$ cat src/rtl/fifo_pkg.sv
// Shared definitions for the single-clock FIFO: read-mode selectors,
// the FWFT prefetch state encoding and an elaboration-time log2 helper.
package fifo_pkg;

   localparam int READ_MODE_STD  = 0;
   localparam int READ_MODE_FWFT = 1;

   // Status of the word presented at the FIFO output in FWFT mode.
   typedef enum logic [1:0] {
      ST_IDLE     = 2'd0,  // nothing presented, no read in flight
      ST_PREFETCH = 2'd1,  // head read from RAM this cycle
      ST_VALID    = 2'd2   // head presented on rdata, rdv=1
   } fwft_state_e;

   // Ceiling log2, usable in constant expressions.
   function automatic int clog2(input int value);
      int v;
      int r;
      v = value - 1;
      r = 0;
      while (v > 0) begin
         r = r + 1;
         v = v >> 1;
      end
      return r;
   endfunction

endpackage

$ cat src/rtl/sync_fifo_fwft_if.sv
// Producer/consumer bundle of the single-clock FIFO.
// Handshake: a write is accepted on a cycle with wdv=1 and wfull=0; a read is
// accepted on a cycle with rrq=1 and rempty=0. wfull/rempty depend only on
// FIFO registers, so requesters may hold wdv/rrq high and simply retry.
interface sync_fifo_fwft_if #(
   parameter int DWIDTH = 32,
   parameter int AWIDTH = 4
);
   import fifo_pkg::*;

   logic              clr;
   logic              wdv;
   logic [DWIDTH-1:0] wdata;
   logic              wfull;
   logic              afull;
   logic              rrq;
   logic [DWIDTH-1:0] rdata;
   logic              rdv;
   logic              rempty;
   logic              aempty;
   logic [AWIDTH:0]   count;
   logic              ovf;
   logic              udf;
   fwft_state_e       dbg_state;

   // User side: drives requests, observes status and data.
   modport master (
      output clr, wdv, wdata, rrq,
      input  wfull, afull, rdata, rdv, rempty, aempty, count, ovf, udf, dbg_state
   );

   // FIFO side.
   modport slave (
      input  clr, wdv, wdata, rrq,
      output wfull, afull, rdata, rdv, rempty, aempty, count, ovf, udf, dbg_state
   );

endinterface

$ cat src/rtl/sync_fifo_ram.sv
// Simple dual-port storage, one clock, registered read. The storage array has
// no reset so it maps onto block or distributed RAM; only the read register
// is reset/flushed so rdata starts from zero.
module sync_fifo_ram #(
   parameter int DWIDTH = 32,
   parameter int AWIDTH = 4
) (
   input  logic              i_clk,
   input  logic              i_arst_n,
   input  logic              i_clr,
   input  logic              i_we,
   input  logic [AWIDTH-1:0] i_waddr,
   input  logic [DWIDTH-1:0] i_wdata,
   input  logic              i_re,
   input  logic [AWIDTH-1:0] i_raddr,
   output logic [DWIDTH-1:0] o_rdata
);

   logic [DWIDTH-1:0] r_mem [0:(1<<AWIDTH)-1];
   logic [DWIDTH-1:0] r_rdata;

   // Write port: store the word on an accepted write.
   always_ff @(posedge i_clk) begin
      if (i_we) begin
         r_mem[i_waddr] <= i_wdata;
      end
   end

   // Read port: load the addressed word when a read is issued, else hold.
   always_ff @(posedge i_clk or negedge i_arst_n) begin
      if (!i_arst_n) begin
         r_rdata <= '0;
      end else if (i_clr) begin
         r_rdata <= '0;
      end else if (i_re) begin
         r_rdata <= r_mem[i_raddr];
      end
   end

   assign o_rdata = r_rdata;

endmodule

$ cat src/rtl/sync_fifo_fwft.sv
// Single-clock FIFO with standard or first-word-fall-through read mode,
// fill count, almost flags, sticky overflow/underflow and synchronous flush.
// The RAM read register doubles as the output register in both modes.
module sync_fifo_fwft
   import fifo_pkg::*;
#(
   parameter int DWIDTH    = 32,
   parameter int DEPTH     = 16,
   parameter int AWIDTH    = 4,
   parameter int FWFT      = 0,
   parameter int AFULL_TH  = 12,
   parameter int AEMPTY_TH = 4
) (
   input logic             clk,
   input logic             arst_n,
   sync_fifo_fwft_if.slave bus
);

   localparam int CW = AWIDTH + 1;
   localparam bit IS_FWFT = (FWFT == READ_MODE_FWFT);
   localparam logic [AWIDTH:0] C_DEPTH  = CW'(DEPTH);
   localparam logic [AWIDTH:0] C_AFULL  = CW'(AFULL_TH);
   localparam logic [AWIDTH:0] C_AEMPTY = CW'(AEMPTY_TH);

   // Parameter sanity, rejected at elaboration.
   generate
      if (AWIDTH != clog2(DEPTH)) begin : g_bad_awidth
         $fatal(1, "sync_fifo_fwft: AWIDTH must equal clog2(DEPTH)");
      end
      if (((1 << AWIDTH) != DEPTH) || (DEPTH < 4)) begin : g_bad_depth
         $fatal(1, "sync_fifo_fwft: DEPTH must be a power of two >= 4");
      end
      if ((FWFT != READ_MODE_STD) && (FWFT != READ_MODE_FWFT)) begin : g_bad_mode
         $fatal(1, "sync_fifo_fwft: FWFT must be 0 or 1");
      end
      if ((AFULL_TH < 1) || (AFULL_TH > DEPTH) || (AEMPTY_TH < 0) || (AEMPTY_TH > DEPTH - 1)) begin : g_bad_th
         $fatal(1, "sync_fifo_fwft: threshold out of range");
      end
   endgenerate

   logic [AWIDTH:0]   r_wptr;
   logic [AWIDTH:0]   r_rptr;
   logic [AWIDTH:0]   r_count;
   logic              r_ovf;
   logic              r_udf;
   logic              r_rdv;
   fwft_state_e       r_state;

   logic              w_wfull;
   logic              w_rempty;
   logic              w_wr_acc;
   logic              w_rd_acc;
   logic              w_mem_nonempty;
   logic              w_ram_re;
   logic [DWIDTH-1:0] w_ram_rdata;

   // Status derived from registers only; requests never reach an output.
   assign w_wfull        = (r_count == C_DEPTH);
   assign w_rempty       = IS_FWFT ? !r_rdv : (r_count == '0);
   assign w_mem_nonempty = (r_wptr != r_rptr);

   // clr wins over both requests in its cycle.
   assign w_wr_acc = bus.wdv && !w_wfull  && !bus.clr;
   assign w_rd_acc = bus.rrq && !w_rempty && !bus.clr;

   // RAM read issue: standard mode reads on each accepted read; FWFT mode
   // reads during PREFETCH and when an acknowledged word has a successor.
   always_comb begin
      w_ram_re = w_rd_acc;
      if (IS_FWFT) begin
         w_ram_re = !bus.clr &&
                    ((r_state == ST_PREFETCH) ||
                     ((r_state == ST_VALID) && w_rd_acc && w_mem_nonempty));
      end
   end

   sync_fifo_ram #(
      .DWIDTH (DWIDTH),
      .AWIDTH (AWIDTH)
   ) u_ram (
      .i_clk    (clk),
      .i_arst_n (arst_n),
      .i_clr    (bus.clr),
      .i_we     (w_wr_acc),
      .i_waddr  (r_wptr[AWIDTH-1:0]),
      .i_wdata  (bus.wdata),
      .i_re     (w_ram_re),
      .i_raddr  (r_rptr[AWIDTH-1:0]),
      .o_rdata  (w_ram_rdata)
   );

   // Pointers: extra MSB separates full from empty, wrap is modulo 2*DEPTH.
   always_ff @(posedge clk or negedge arst_n) begin
      if (!arst_n) begin
         r_wptr <= '0;
         r_rptr <= '0;
      end else if (bus.clr) begin
         r_wptr <= '0;
         r_rptr <= '0;
      end else begin
         if (w_wr_acc) r_wptr <= r_wptr + 1'b1;
         if (w_ram_re) r_rptr <= r_rptr + 1'b1;
      end
   end

   // Fill count, including a word held in the output register in FWFT mode.
   always_ff @(posedge clk or negedge arst_n) begin
      if (!arst_n) begin
         r_count <= '0;
      end else if (bus.clr) begin
         r_count <= '0;
      end else if (w_wr_acc && !w_rd_acc) begin
         r_count <= r_count + 1'b1;
      end else if (!w_wr_acc && w_rd_acc) begin
         r_count <= r_count - 1'b1;
      end
   end

   // Sticky error flags: request made while the matching side was blocked.
   always_ff @(posedge clk or negedge arst_n) begin
      if (!arst_n) begin
         r_ovf <= 1'b0;
         r_udf <= 1'b0;
      end else if (bus.clr) begin
         r_ovf <= 1'b0;
         r_udf <= 1'b0;
      end else begin
         if (bus.wdv && w_wfull)  r_ovf <= 1'b1;
         if (bus.rrq && w_rempty) r_udf <= 1'b1;
      end
   end

   // Output-valid control: one-cycle pulse in standard mode, prefetch FSM in
   // FWFT mode. When the last word is acknowledged in the same cycle a new
   // word is written, go straight to PREFETCH so that word still shows up two
   // cycles after its write.
   always_ff @(posedge clk or negedge arst_n) begin
      if (!arst_n) begin
         r_state <= ST_IDLE;
         r_rdv   <= 1'b0;
      end else if (bus.clr) begin
         r_state <= ST_IDLE;
         r_rdv   <= 1'b0;
      end else if (!IS_FWFT) begin
         r_state <= ST_IDLE;
         r_rdv   <= w_rd_acc;
      end else begin
         case (r_state)
            ST_IDLE: begin
               r_rdv <= 1'b0;
               if (w_mem_nonempty || w_wr_acc) r_state <= ST_PREFETCH;
            end
            ST_PREFETCH: begin
               r_state <= ST_VALID;
               r_rdv   <= 1'b1;
            end
            ST_VALID: begin
               if (w_rd_acc && !w_mem_nonempty) begin
                  r_rdv   <= 1'b0;
                  r_state <= w_wr_acc ? ST_PREFETCH : ST_IDLE;
               end
            end
            default: begin
               r_state <= ST_IDLE;
               r_rdv   <= 1'b0;
            end
         endcase
      end
   end

   assign bus.wfull     = w_wfull;
   assign bus.afull     = (r_count >= C_AFULL);
   assign bus.rempty    = w_rempty;
   assign bus.aempty    = (r_count <= C_AEMPTY);
   assign bus.count     = r_count;
   assign bus.rdata     = w_ram_rdata;
   assign bus.rdv       = r_rdv;
   assign bus.ovf       = r_ovf;
   assign bus.udf       = r_udf;
   assign bus.dbg_state = r_state;

endmodule
$ cat src/flat_wrapper.sv
// flat-port wrapper written by rule: the top's interface ports become plain ports
module sync_fifo_fwft_flat import fifo_pkg::*;
#(
   parameter int DWIDTH    = 32,
   parameter int DEPTH     = 16,
   parameter int AWIDTH    = 4,
   parameter int FWFT      = 0,
   parameter int AFULL_TH  = 12,
   parameter int AEMPTY_TH = 4
)
  (clk, arst_n, bus_clr, bus_wdv, bus_wdata, bus_rrq, bus_wfull, bus_afull, bus_rdata, bus_rdv, bus_rempty, bus_aempty, bus_count, bus_ovf, bus_udf, bus_dbg_state);
  sync_fifo_fwft_if #(.DWIDTH(DWIDTH), .AWIDTH(AWIDTH)) bus_i ();
  input logic clk;
  input logic arst_n;
  input wire logic [$bits(bus_i.clr)-1:0] bus_clr;
  input wire logic [$bits(bus_i.wdv)-1:0] bus_wdv;
  input wire logic [$bits(bus_i.wdata)-1:0] bus_wdata;
  input wire logic [$bits(bus_i.rrq)-1:0] bus_rrq;
  output wire logic [$bits(bus_i.wfull)-1:0] bus_wfull;
  output wire logic [$bits(bus_i.afull)-1:0] bus_afull;
  output wire logic [$bits(bus_i.rdata)-1:0] bus_rdata;
  output wire logic [$bits(bus_i.rdv)-1:0] bus_rdv;
  output wire logic [$bits(bus_i.rempty)-1:0] bus_rempty;
  output wire logic [$bits(bus_i.aempty)-1:0] bus_aempty;
  output wire logic [$bits(bus_i.count)-1:0] bus_count;
  output wire logic [$bits(bus_i.ovf)-1:0] bus_ovf;
  output wire logic [$bits(bus_i.udf)-1:0] bus_udf;
  output wire logic [$bits(bus_i.dbg_state)-1:0] bus_dbg_state;
  assign bus_i.clr = bus_clr;
  assign bus_i.wdv = bus_wdv;
  assign bus_i.wdata = bus_wdata;
  assign bus_i.rrq = bus_rrq;
  assign bus_wfull = bus_i.wfull;
  assign bus_afull = bus_i.afull;
  assign bus_rdata = bus_i.rdata;
  assign bus_rdv = bus_i.rdv;
  assign bus_rempty = bus_i.rempty;
  assign bus_aempty = bus_i.aempty;
  assign bus_count = bus_i.count;
  assign bus_ovf = bus_i.ovf;
  assign bus_udf = bus_i.udf;
  assign bus_dbg_state = bus_i.dbg_state;
  sync_fifo_fwft #(.DWIDTH(DWIDTH), .DEPTH(DEPTH), .AWIDTH(AWIDTH), .FWFT(FWFT), .AFULL_TH(AFULL_TH), .AEMPTY_TH(AEMPTY_TH)) u_core (.clk(clk), .arst_n(arst_n), .bus(bus_i));
endmodule
$ cat config.mk
export PLATFORM = sky130hd
export DESIGN_NAME = sync_fifo_fwft_flat
export DESIGN_NICKNAME = d
export VERILOG_FILES = /design/src/rtl/fifo_pkg.sv /design/src/rtl/sync_fifo_fwft_if.sv /design/src/rtl/sync_fifo_ram.sv /design/src/rtl/sync_fifo_fwft.sv /design/src/flat_wrapper.sv
export SDC_FILE = /design/constraint.sdc
export NUM_CORES = 1
export LEC_CHECK = 0
export CAP_MARGIN = 20
export CORE_MARGIN = 1.5
export CORE_UTILIZATION = 40
export CTS_CLUSTER_DIAMETER = 80
export DETAILED_ROUTE_END_ITERATION = 16
export PLACE_DENSITY = 0.61
export SETUP_SLACK_MARGIN = 0.2
export SLEW_MARGIN = 15
export SYNTH_ARGS = -nofsm -noshare
export SYNTH_HDL_FRONTEND = slang
export SYNTH_SLANG_ARGS = --single-unit
$ cat constraint.sdc
create_clock -name clk -period 5 [get_ports clk]
set_input_delay 1 -clock clk [delete_from_list [all_inputs] [get_ports clk]]
set_output_delay 1 -clock clk [all_outputs]
set_load 0.01 [all_outputs]
== Word-level counts from Yosys, hierarchy flattened ==
Memories as Yosys holds them, arrays and structs flattened.
Index checks and enable logic that the tools add are counted.
Word-level totals
  input bits: 37
  output and inout bits: 46
  flip-flop bits (word level): 50
  memories: 1
  bits in writable memories: 512
  word-level logic and storage cells: 50
Operators by class
  $lt $le $gt $ge: 2
  add/sub/neg operators: 4
  reduce and logical (&&, ||, !) cells: 19
  equal/unequal tests: 1
  muxes and demuxes: 16
Memories
  u_core.u_ram.r_mem: words 16, width 32, rd ports 1, clocked after memory_dff 0, wr ports 1, line sync_fifo_ram.sv:19  | logic [DWIDTH-1:0] r_mem [0:(1<<AWIDTH)-1];
Operators by type and width (number)
  $mux W32: 2
  $mux W5: 7
  $add A5 B1 Y5 const B: 3
  $logic_and A1 B1 Y1: 8
  $reduce_bool A2 Y1: 4
  $mux W1: 7
  $eq A5 B5 Y1 const B: 1
  $ge A5 B4 Y1 const B: 1
  $le A5 B3 Y1 const B: 1
  $logic_not A1 Y1: 5
  $logic_not A5 Y1: 1
  $sub A5 B1 Y5 const B: 1
  $reduce_bool A3 Y1: 1

== Logic depth before layout (Yosys ltp) ==
Gate-level depths: netlist of run 1.
  depth after elaboration: 9
  mapped depth: 12
  mapped depth without buffers: 10

== Modules after synthesis ==
Synthesis of run 1 repeated with hierarchy kept, for this count alone.
Unflattened totals
  cells, all modules: 1332
  area total of the unflattened synthesis: 22258.8 um^2
By module, submodules not included
  sync_fifo_ram: instances 1, sequential area each 16175.5 um^2, area an instance 21175.3 um^2, cells an instance 1216
  sync_fifo_fwft: instances 1, sequential area each 400.4 um^2, area an instance 1083.5 um^2, cells an instance 116

== Least setup slack after synthesis of run 1 ==
OpenSTA, ideal clock, no wires.
  kind: input-to-reg
  start point: input port bus_rrq
  end point: register u_core.r_count[4] (netlist: u_core.bus.count[4])
  stages: 10
  data arrival time: 2.930 ns
  setup slack: 1.992 ns
  path buffers: 1
  data required time: 4.922 ns
  setup time: 0.078 ns
  cells stage by stage: a21boi_2 -> nor2_2 -> buf_2 -> nand2_1 -> fa_1 -> a21o_1 -> a21oi_1 -> nand3_1 -> a21o_1 -> a21oi_1
Between the ends
  longest elaborated chain between the ends: 6
  elaborated cells between the ends (all ways): 8
  those cells by class: 2 x mux; 6 x reduce/logical
Ends and longest elaborated chain
  start, declared: line flat_wrapper.sv:18  | input wire logic [$bits(bus_i.rrq)-1:0] bus_rrq;
  $logic_and A1 B1 Y1 (*) (2 in a row): line sync_fifo_fwft.sv:64  | assign w_rd_acc = bus.rrq && !w_rempty && !bus.clr;
  $logic_not A1 Y1: line sync_fifo_fwft.sv:112  | end else if (w_wr_acc && !w_rd_acc) begin
  $logic_and A1 B1 Y1: line sync_fifo_fwft.sv:112
  $mux W5: line sync_fifo_fwft.sv:112
  $mux W5: line sync_fifo_fwft.sv:110  | end else if (bus.clr) begin
  end signal, assigned: line sync_fifo_fwft.sv:113  | r_count <= r_count + 1'b1;
  end signal, assigned: line sync_fifo_fwft.sv:115  | r_count <= r_count - 1'b1;
  end, declared: line sync_fifo_fwft.sv:43  | logic [AWIDTH:0] r_count;
Mark *: on every way between the ends. The rest lies on a longest branch, timed or not.
A chain may end at the register's enable or synchronous reset.

== Worst setup path after layout of run 1 ==
  start point: register u_core.r_count[1] (netlist: u_core.bus.count[1])
  end point: output port bus_wfull
Between the ends
  longest elaborated chain between the ends: 1
Ends and longest elaborated chain
  $eq A5 B5 Y1: line sync_fifo_fwft.sv:58  | assign w_wfull = (r_count == C_DEPTH);
  end, declared: line flat_wrapper.sv:19  | output wire logic [$bits(bus_i.wfull)-1:0] bus_wfull;
No other way between the ends.

==> impl_metrics.json, run 1 <==
{
  "synth_seq_cells": 560,
  "cts_buffers": 56,
  "cts-root-buf": "clkbuf_16",
  "yosysWarnings": 0,
  "slowest_delay_ns": 0.62,
  "grt_pass1_wl_um": 67070,
  "clk_pin_slew_ns": 0.06,
  "syn_area_um2": 21780,
  "cp-end-kind": "primary output",
  "ant_nets": 0,
  "drv_slew": 0,
  "path_cells": "or4_4 -> nor2_1 -> clkdlybuf4s50_1",
  "vias_per_cell": 5.347,
  "worst_ir_drop_vdd_v": 0.0002850,
  "routed-via-count": 9737,
  "dieArea_um2": 55870,
  "slew_headroom": 0.2530,
  "die_w_um": 236.4,
  "synth.avg_cell_area_um2": 22.48,
  "wl_um": 44010,
  "cp_slowest_cell": "or4_4",
  "cap_viol_max_count": 0,
  "routabilityCongestion": 0.7173,
  "grt_pass1_vias": 10610,
  "hpwl_um": 24410,
  "r2r-start": "u_core.bus.count[0]$_DFFE_PN0P_",
  "gr-total-overflow": 0,
  "antenna_found_initial": 1,
  "setup_viol_count_final": 0,
  "worstPathRequired_ns": 4.00,
  "cts_hold_buf": 0,
  "track_usage": 0.1604,
  "first_pass_iters": 5,
  "dieHeight_um": 236.4,
  "cp-endpoint": "bus_wfull",
  "cts_buffer_depth": 3,
  "max_freq_mhz": 295.7,
  "syn_to_final_growth_pct": 16.24,
  "worstMarginPinSlew_ns": 1.121,
  "drtIter0Drc": 687,
  "ios": 83,
  "final_cell_mix": "edfxtp_1 (512), mux4_2 (128), clkdlybuf4s50_1 (79), clkbuf_16 (58), dfrtp_1 (45)",
  "io_buffer_count": 80,
  "timing.rr.end": "u_core.u_ram.r_mem[1][13]$_DFFE_PP_",
  "post-route-period-util": 0.6765,
  "regToRegSetupSlack_ns": 2.06,
  "synth_seq_area_share": 0.7609,
  "worstPathMaxFanout": 7,
  "nFillCells": 4426,
  "tns_ns": 0,
  "diodes": 0,
  "cts_htree_levels": 2,
  "reg2reg_depth": 5,
  "fp-row-count": 85,
  "criticalPathCategory": "flop to primary output",
  "startpoint": "u_core.bus.count[1]$_DFFE_PN0P_",
  "drcViolationCount": 0,
  "design.core.area_um2": 53810,
  "hold_class": "input port to asynchronous set/reset pin",
  "period_needed_ns": 3.382,
  "yosys.cell_types.count": 47,
  "cts_resized": 0,
  "synthCells": 969,
  "leakage_nw": 7.967,
  "cp.arrival_ns": 2.38,
  "hold_viol": 0,
  "clock-skew-final_ns": 0.01808,
  "rsz0062_at_grt": "false",
  "wl_per_cell_um": 24.17,
  "critPathLaunchType": "flop",
  "grt_max_degree": 71,
  "power_mw": 11.93,
  "insertion_delay_ns": 0.60,
  "p_per_area_nw_per_um2": 471.1,
  "status": "completed",
  "drive_gt1_frac": 0.2907,
  "initial_utilization": 0.4048,
  "cts_tree": "done",
  "cts_sinks": 560,
  "cts_setup_buffers": 0,
  "final_common_cell": "edfxtp_1",
  "fin_nets": 1125
}
## layout make-up
| cell class | count | area (um2) | share of cell area |
|---|---|---|---|
| Tap cell | 696 | 870.8 | 0.03439 |
| Timing Repair Buffer | 100 | 1028 | 0.04062 |
| Sequential cell | 560 | 16590 | 0.6551 |
| Multi-Input combinational cell | 357 | 4913 | 0.1941 |
| Clock buffer | 75 | 1595 | 0.06300 |
| Clock inverter | 30 | 314.1 | 0.01240 |
| Inverter | 3 | 11.26 | 0.0004447 |
## Yosys cell counts, drive strengths merged
master / instances / area (um2)
nand3: 4 / 20.02
xor2: 4 / 35.03
nand2b: 1 / 6.260
nand4: 2 / 12.51
nor3: 4 / 20.02
nor4b: 1 / 8.760
a31oi: 1 / 6.260
o21a: 1 / 7.510
and4b: 1 / 10.01
or3: 1 / 6.260
nand2: 15 / 56.30
xnor2: 4 / 35.03
a22oi: 32 / 380.4
a21o: 3 / 22.52
a21oi: 7 / 35.03
or4: 1 / 11.26
buf: 40 / 281.5
mux2: 32 / 465.4
edfxtp: 512 / 15370
ha: 9 / 112.6
o21ai: 35 / 182.7
fa: 1 / 20.02
nor2: 12 / 47.55
nor4: 2 / 18.77
dfrtp: 48 / 1201
mux2i: 33 / 330.3
o31ai: 2 / 15.01
inv: 3 / 11.26
and2: 12 / 75.07
a21boi: 2 / 18.77
clkbuf: 10 / 37.54
mux4: 128 / 2883
or2: 1 / 6.260
and3: 4 / 25.02
conb: 1 / 3.750
## per-layer routing
metal | vias to the layer above | routed length, um | global-route usage | part of all wire
met5 | - | 9 | 0 | 0.00020
met4 | 2 | 826 | 0.04409 | 0.019
met3 | 62 | 2077 | 0.02996 | 0.047
met2 | 208 | 21050 | 0.2572 | 0.48
met1 | 5196 | 20040 | 0.2258 | 0.46
li1 | 4269 | - | - | -
## power by group
group | switching [mW] | internal (mW)
Sequential | 0.250 | 5.27
Clock | 1.73 | 2.54
Combinational | 0.929 | 1.20
Total | 2.91 | 9.02
## registers in the layout (all words and copies together) (netlist names)
signal	cells
u_core.r_wptr	4
u_core.u_ram.o_rdata	32
u_core.bus.udf	1
u_core.u_ram.r_mem	512
u_core.bus.ovf	1
u_core.bus.rdv	1
u_core.r_rptr	4
u_core.bus.count	5
## worst max-delay path: cells and delay by family (launching register included)
family,cells,cell delay [ns]
and+or+nand+nor,2,0.76
buffers and inverters,1,0.55
DFF,1,0.48
## how the worst min path moves through the flow
stage                                                 to  slack (ns)
floorplan                     u_core.bus.ovf$_DFFE_PN0P_        0.53
global placement              u_core.bus.ovf$_DFFE_PN0P_        0.48
detailed placement            u_core.bus.udf$_DFFE_PN0P_        0.50
CTS                 u_core.u_ram.o_rdata[24]$_DFFE_PN0P_        0.43
global route        u_core.u_ram.o_rdata[24]$_DFFE_PN0P_        0.47
finish                      u_core.r_wptr[1]$_DFFE_PN0P_        0.44
## per-stage QoR
step	hold WS [ns]	setup slack, ns	instance area, um2	util	instances
after floorplan	0.5264	1.992	21790	-	970
after CTS	0.4320	1.574	25270	0.4696	1819
after detailed placement	0.4984	1.170	23360	0.4342	1714
after global routing	0.4723	1.522	25320	0.4705	1821
after global placement	0.4794	1.279	23360	0.4342	1714
final	0.4401	1.618	25320	0.4705	1821
## cell families (layout without fill, tap and decap cells)
| family | count (synthesis) | count (layout) | synth area share |
|---|---|---|---|
| XOR/XNOR | 8 | 8 | 0.003216 |
| AO/OA/AOI/OAI | 83 | 83 | 0.03067 |
| buffers and inverters | 53 | 208 | 0.01516 |
| multiplexers | 193 | 193 | 0.1689 |
| flip-flops | 560 | 560 | 0.7609 |
| other | 1 | 2 | 0.0001721 |
| adder cells (fa/ha/maj) | 10 | 10 | 0.006089 |
| AND/OR/NAND/NOR | 61 | 61 | 0.01488 |
(Power assumes the default switching activity.)
==> run 2: changes to the inputs <==
- PLACE_DENSITY: 0.61 -> 0.63
- clock period: 5 -> 2.77 ns (I/O delays scaled with it)
==> impl_metrics.json, run 2 (same netlist as run 1, synthesis figures left out) <==
{
  "drcViolationCount": 0,
  "dieArea_um2": 55870,
  "fin_nets": 1167,
  "cts_sinks": 560,
  "fin_area_um2": 26190,
  "hold_class": "flop to flop",
  "slew_headroom": 0.4932,
  "hpwl_um": 25280,
  "grt_pass1_wl_um": 68700,
  "placed_cells": 1750,
  "cts_buffer_depth": 3,
  "ios": 83,
  "cts-root-buf": "clkbuf_16",
  "sequentialPowerShare": 0.433,
  "period_needed_ns": 2.539,
  "switching_share": 0.2429,
  "final_cell_mix": "edfxtp_1 (512), mux4_2 (128), clkdlybuf4s50_1 (76), clkbuf_16 (59), dfrtp_1 (40)",
  "cts_tree": "done",
  "initial_utilization": 0.4048,
  "pre_cts_ws_ns": 0.1039,
  "p_per_area_nw_per_um2": 863.0,
  "max_freq_mhz": 393.9,
  "first_pass_iters": 5,
  "p_sw_mw": 5.491,
  "clock-skew-final_ns": 0.01690,
  "p_clk_frac": 0.382,
  "routed-via-count": 10044,
  "wl_met3_um": 1973,
  "power_frac_comb": 0.185,
  "worst_slack_ns": 0.2315,
  "largest_reg_flops": 512,
  "utilization": 0.4867,
  "cts_htree_levels": 2,
  "grt_pass1_vias": 10523,
  "insertion_delay_ns": 0.62,
  "io_buffer_count": 80,
  "tns_ns": 0,
  "antenna_found_initial": 1,
  "criticalPathCategory": "flop to primary output",
  "routabilityCongestion": 0.7403,
  "design.core.area_um2": 53810,
  "drive_gt1_frac": 0.3274,
  "rsz0062_at_grt": "true",
  "cts_buffers": 58,
  "cp.arrival_ns": 1.98,
  "post-route-period-util": 0.9164,
  "dieHeight_um": 236.4,
  "vias_per_cell": 5.383,
  "instances_no_fill": 1866,
  "worstPathMaxFanout": 5,
  "track_usage": 0.1658,
  "ant_nets": 0,
  "critPathLaunchType": "flop",
  "hold_slack_ns": 0.4966,
  "final_common_cell": "edfxtp_1",
  "p_int_mw": 17.11,
  "wl_um": 45210,
  "cap_viol_max_count": 0,
  "clk_pin_slew_ns": 0.06,
  "grt_max_degree": 59,
  "worst_ir_drop_vdd_v": 0.0005312,
  "power_mw": 22.61,
  "status": "completed",
  "leakage_nw": 8.348,
  "worstMarginPinSlew_ns": 0.7602,
  "syn_to_final_growth_pct": 20.25,
  "hold_viol": 0,
  "top_layer_used": "met5",
  "post_dp_cell_area_um2": 23990,
  "wl_per_cell_um": 24.23,
  "wl_met2_um": 22080,
  "gr-total-overflow": 0,
  "die_w_um": 236.4,
  "diodes": 0,
  "worstPathRequired_ns": 2.22,
  "fp-row-count": 85,
  "drtIter0Drc": 824,
  "wl_met1_um": 20280,
  "regMostFlops": "u_core.u_ram.r_mem",
  "setup_viol_count_final": 0,
  "cp-end-kind": "primary output",
  "drv_slew": 0
}
## run 2: cell count changes in the layout (fill, tap and decap cells not counted), sizes merged, moves of 3 or more
cell,delta
buf,+39
bufinv,+9
clkbuf,-12
clkdlybuf4s50,-3
clkinv,+3
inv,+3
## run 2: path summary, 6_finish.rpt
path,end,start,slack [ns],depth (start not counted)
max in group asynchronous,u_core.r_rptr[1]$_DFFE_PN0P_,arst_n,1.57,3
worst min-delay path,u_core.bus.udf$_DFFE_PN0P_,u_core.bus.udf$_DFFE_PN0P_,0.50,2
worst max register to register,u_core.bus.count[4]$_DFFE_PN0P_,u_core.bus.count[1]$_DFFE_PN0P_,0.36,11
worst min register to register,u_core.bus.udf$_DFFE_PN0P_,u_core.bus.udf$_DFFE_PN0P_,0.50,2
worst max-delay path,bus_wfull,u_core.bus.count[1]$_DFFE_PN0P_,0.23,3
min in group asynchronous,u_core.u_ram.o_rdata[30]$_DFFE_PN0P_,arst_n,0.52,2
## run 2: critical path, cell delays in order, from the launching register on
cell,delay [ns]
dfrtp_2,0.41
or4_4,0.59
nor2_1,0.15
clkdlybuf4s15_2,0.24
## run 2: power groups by stage
stage	clock, mW	combinational (mW)	sequential (mW)
floorplan	0	2.95	9.94
global placement	0	4.15	10.0
detailed placement	0	4.20	10.0
CTS	8.82	4.27	9.79
global route	9.16	4.53	9.81
finish	8.64	4.19	9.78
## run 2: repair_timing
item / in CTS / in global routing
setup endpoints to repair: 3 / 4
buffers inserted: 3 / 2
pin swaps: 0 / 3
endpoints found under the hold margin: 18 / 0
hold buffers: 1 / 0
resized for setup: 5 / 3
## run 2: routing by layer
| layer | up-vias | GRT usage |
|---|---|---|
| li1 | 4353 | - |
| met2 | 236 | 0.2676 |
| met1 | 5388 | 0.2325 |
| met5 | - | 0 |
| met4 | 2 | 0.05031 |
| met3 | 65 | 0.02692 |
## run 2: area by class of cell
| type | count | area (um2) |
|---|---|---|
| Inverter | 3 | 11.26 |
| Timing Repair Buffer | 140 | 1612 |
| Clock buffer | 63 | 1491 |
| Clock inverter | 47 | 664.4 |
| Fill cell | 4332 | 27620 |
| Multi-Input combinational cell | 357 | 4951 |
| Tap cell | 696 | 870.8 |
| Sequential cell | 560 | 16590 |
